**config.mk**
```make
export PLATFORM = sky130hd
export DESIGN_NAME = if_fetch_unit
export DESIGN_NICKNAME = d
export VERILOG_FILES = /design/src/rtl/if_pkg.sv /design/src/rtl/if_fetch_unit.sv
export SDC_FILE = /design/constraint.sdc
export NUM_CORES = 1
export LEC_CHECK = 0
export ABC_AREA = 1
export ABC_CLOCK_PERIOD_IN_PS = 1600
export BUFFER_PORTS_ARGS = -buffer_cell sky130_fd_sc_hd__clkbuf_2
export CORE_ASPECT_RATIO = 1.5
export CORE_UTILIZATION = 25
export CTS_CLUSTER_SIZE = 14
export DETAILED_ROUTE_END_ITERATION = 6
export GPL_TIMING_DRIVEN = 0
export PLACE_DENSITY = 0.58
export SYNTH_ARGS = -nofsm -noshare
export SYNTH_HDL_FRONTEND = slang
export SYNTH_SLANG_ARGS = --single-unit
```
**constraint.sdc**
```tcl
create_clock -name clk -period 1.6 [get_ports clk]
set_clock_uncertainty 0.15 [all_clocks]
set_input_delay 0.24 -clock clk [delete_from_list [all_inputs] [get_ports clk]]
set_output_delay 0.24 -clock clk [all_outputs]
set_load 0.02 [all_outputs]
```
**src/rtl/if_pkg.sv**
```systemverilog
// if_pkg: shared types and constants for the instruction-fetch stage
package if_pkg;
  typedef enum logic [1:0] {FETCH, HOLD, DRAIN} fetch_state_t;
  localparam logic [31:0] NOP_INST = 32'h0;
  localparam logic [31:0] INST_BYTES = 32'd4;
endpackage

```
**src/rtl/if_fetch_unit.sv**
```systemverilog
// if_fetch_unit: req/ack instruction fetch feeding IF/ID, with stall hold and redirect squash
module if_fetch_unit
  import if_pkg::*;
#(
  parameter logic [31:0] RESET_PC = 32'h0000_0000
) (
  input  logic        clk,
  input  logic        clrn,
  input  logic        stall,
  input  logic        redirect,
  input  logic [31:0] redirect_pc,
  output logic        imem_req,
  output logic [31:0] imem_addr,
  input  logic        imem_ack,
  input  logic [31:0] imem_rdata,
  output logic [31:0] if_pc4,
  output logic [31:0] if_inst,
  output logic        if_valid
);
  localparam logic [31:0] PC0 = RESET_PC & ~32'd3;
  fetch_state_t state, state_nxt;
  logic [31:0] pc, req_addr, buf_inst, pc_inc, tgt;
  logic        advance, abandon, capture;
  assign pc_inc  = pc + INST_BYTES;
  assign tgt     = redirect_pc & ~32'd3;
  assign advance = !stall && ((state == FETCH && imem_ack) || state == HOLD);
  assign abandon = redirect && state == FETCH && !imem_ack;
  assign capture = !redirect && stall && state == FETCH && imem_ack;
  always_ff @(posedge clk or negedge clrn)
    if (!clrn) state <= FETCH;
    else state <= state_nxt;
  // a request already on the bus must complete before the target can be fetched
  always_comb
    state_nxt = state == FETCH ? (abandon ? DRAIN : capture ? HOLD : FETCH)
              : state == HOLD  ? ((redirect || !stall) ? FETCH : HOLD)
              : (imem_ack ? FETCH : DRAIN);
  always_comb begin
    imem_req  = state != HOLD;
    imem_addr = state == DRAIN ? req_addr : pc;
    if_valid  = !redirect && (state == HOLD || (state == FETCH && imem_ack));
    if_inst   = !if_valid ? NOP_INST : state == HOLD ? buf_inst : imem_rdata;
    if_pc4    = pc_inc;
  end
  always_ff @(posedge clk or negedge clrn)
    if (!clrn) begin
      pc       <= PC0;
      req_addr <= 32'h0;
      buf_inst <= 32'h0;
    end else begin
      pc <= redirect ? tgt : advance ? pc_inc : pc;
      if (abandon) req_addr <= pc;
      if (capture) buf_inst <= imem_rdata;
    end
endmodule

```
==> results.cfg <==
[outcome]
status = finished with violations
failed_checks = design-rule violations, negative setup slack

[setup_path]
path_cells = inv_2 > buf_12 > nand2_8 > buf_12 > buf_8 > mux2_4 > nand2_2 > inv_2 > buf_6
crit_type = reg -> out
slowest_stage = dfrtp_1
slowest_delay_ns = 0.42
startpoint_type = register
crit_path_max_fanout = 7
cpLargestDelayFamily = buffers and inverters
crit_buf_inv = 6
required_ns = 1.21
cp_data_arrival_time_ns = 1.89
end_kind = primary output

[grt]
gr-total-overflow = 0
track_usage_pct = 17.5
grt_max_degree = 95
grt_pass1_vias = 5874
antenna_found_initial = 2
grt_pass1_wl_mm = 31.6

[job]
maxCapViolCount = 0

[drt]
totalWireLength_mm = 20.9
dr.max_layer_used = met5
viasPerCell = 4.51
wl_met1_mm = 7.52
wl_met2_mm = 11.7
drc = 20
wl_met3_mm = 1.07
drt_iter0_drc = 169
first_pass_iters = 7
via_count = 5735
ant_nets = 0
route.detailed.wl_per_inst_um = 16.4

[finish]
nets = 1064
multi_input_area_um2 = 4000
regArea_um2 = 2370
n_fill_cell = 2068
layout-drive-gt1-share_pct = 55.5
finalInstanceArea_um2 = 10600
utilization_pct = 47.7
syn2layout_area_growth_pct = 87.6
antenna_cells = 0

[timing]
setup_ws_ns = -0.675
fin_crit_ns = 2.28
fmax_mhz = 440
final_max_slew_viol_count = 0
finalCritPeriodShare_pct = 142
slew-limit-headroom_pct = 44.2
finalHoldViolations = 0
tightest_slew_ns = 0.837
rsz0062_at_grt = yes
setup_viol = 182

[clock_tree]
clk_latency_ns = 0.35
cts_inserted_buffers = 9
tritoncts = built
cts.sinks = 94
cts.htree.levels = 3
clock_path_buffers = 2
cts_root_buf = clkbuf_16
clk_pin_slew_worst_paths_ns = 0.07

[synth]
netlist_top_cells_count = nand2_1, dfrtp_1, inv_1, nor2_1, mux2_2
ys_ff_latch = 94
yosys_warnings = 0
synth.most_common_cell = nand2_1
avgSynthCellArea_um2 = 7.87
synth_cell_type_count = 31
synthTopCellsByArea = dfrtp_1, nand2_1, mux2_2, inv_1, o21ai_0
yosys.area.top_type_share_pct = 41.5
syn_area_um2 = 5670
synthCells = 721
synthArstFlopShare_pct = 100
synth_edf_count = 0
synth-seq-area-share_pct = 41.5
yosys.area.top_type = dfrtp_1
synth_flop_cell = dfrtp_1

[place]
gp_congestion = 0.812
place_hpwl_mm = 13.5
placed_area_um2 = 7440
io_buffers = 159

[worst_hold_path]
hold_class = in -> reg

[power]
leakagePower_nw = 5.12
p_per_area_nw_per_um2 = 906
peakVddDrop_uv = 539

[floorplan]
core_um2 = 22300
io_pins = 167
initial_core_util_pct = 25.4
row_count = 67
die_area_um2 = 23300
die_y_um = 186
die_w_um = 125
## cells in the final DEF, fill, tap and decap left out, drive strengths merged, types with 3 or more instances in the layout
cell | netlist | routed
buf | 21 | 164
nand3 | 14 | 14
dfrtp | 94 | 94
clkbuf | 15 | 105
and2 | 3 | 3
o21ai | 54 | 54
xor2 | 15 | 15
conb | 1 | 4
nand2 | 227 | 227
a21oi | 30 | 30
mux2 | 64 | 64
o211ai | 8 | 8
nor2 | 75 | 75
inv | 95 | 95
dlygate4sd3 | 0 | 39
## power by group
group | internal (mW) | switching [mW] | leakage, nW
registers | 2.88 | 0.422 | 1.14
logic | 2.11 | 1.97 | 3.84
clock network | 1.28 | 0.967 | 0.142
total | 6.28 | 3.36 | 5.12
## stage by stage
stage | setup slack (ns) | power (mW) | hold slack [ns] | setup TNS (ns) | std cells
final | -0.675 | 9.64 | 0.00300 | -62.70 | 1273
after global routing | -0.755 | 10.1 | 0.0225 | -75.66 | 1273
after CTS | -0.700 | 9.13 | 0.000565 | -60.50 | 1250
after detailed placement | -0.487 | 5.91 | 0.245 | -30.48 | 1159
after global placement | -1.29 | 5.86 | 0.313 | -149.27 | 1159
after floorplan | -0.0994 | 5.08 | -0.206 | -2.30 | 724
## logic make-up after synthesis
family | synth area share [%]
AO/OA/AOI/OAI | 8.71
XOR/XNOR | 3.11
adder cells (fa/ha/maj) | 0.221
buffers and inverters | 9.73
flip-flops | 41.5
multiplexers | 12.7
other | 0.0661
AND/OR/NAND/NOR | 24.0
## flip-flops by register name, summed over array words and instances (netlist names)
| register | cells |
|---|---|
| buf_inst | 32 |
| pc | 30 |
| req_addr | 30 |
| state | 2 |
## worst register-to-register path: cells and delay by family, from the launching register on
kind | cells | cell delay [ns]
simple gates | 9 | 0.66
buf+inv | 4 | 0.55
flops | 1 | 0.40
## cell type report
type / instances / share of cell area (%)
plain buffers: 32 / 3.53
clock buffers: 13 / 2.45
clock inverters: 1 / 0.282
inverters: 95 / 3.37
multi-input cells: 499 / 37.6
flip-flops and latches: 94 / 22.2
well taps: 276 / 3.25
repair buffers: 263 / 27.3
## metal layers
metal	GRT usage, %	vias up
met5	0	-
met4	6.10	4
met3	4.24	33
met2	32.8	158
met1	18.8	2744
li1	-	2796
## final timing paths
path	start	to	slack, ns	cells past startpoint
max in group asynchronous	clrn	pc[18]	0.28	2
min in group asynchronous	clrn	buf_inst[23]	0.36	2
setup reg to reg	pc[3]	pc[31]	-0.27	13
hold reg to reg	req_addr[2]	req_addr[2]	0.34	2
setup / recovery	state[1]	if_inst[6]	-0.68	9
hold / removal	redirect_pc[7]	pc[7]	0.003	3
## what timing repair did
action / CTS / global route
setup endpoints to repair: 165 / 155
buffers inserted: 32 / 24
cloned: 8 / 6
hold endpoints to repair: 132 / 0
pin swaps: 21 / 55
hold buffers: 39 / 0
resized for setup: 262 / 306
Power figures use the tool's default switching activity.
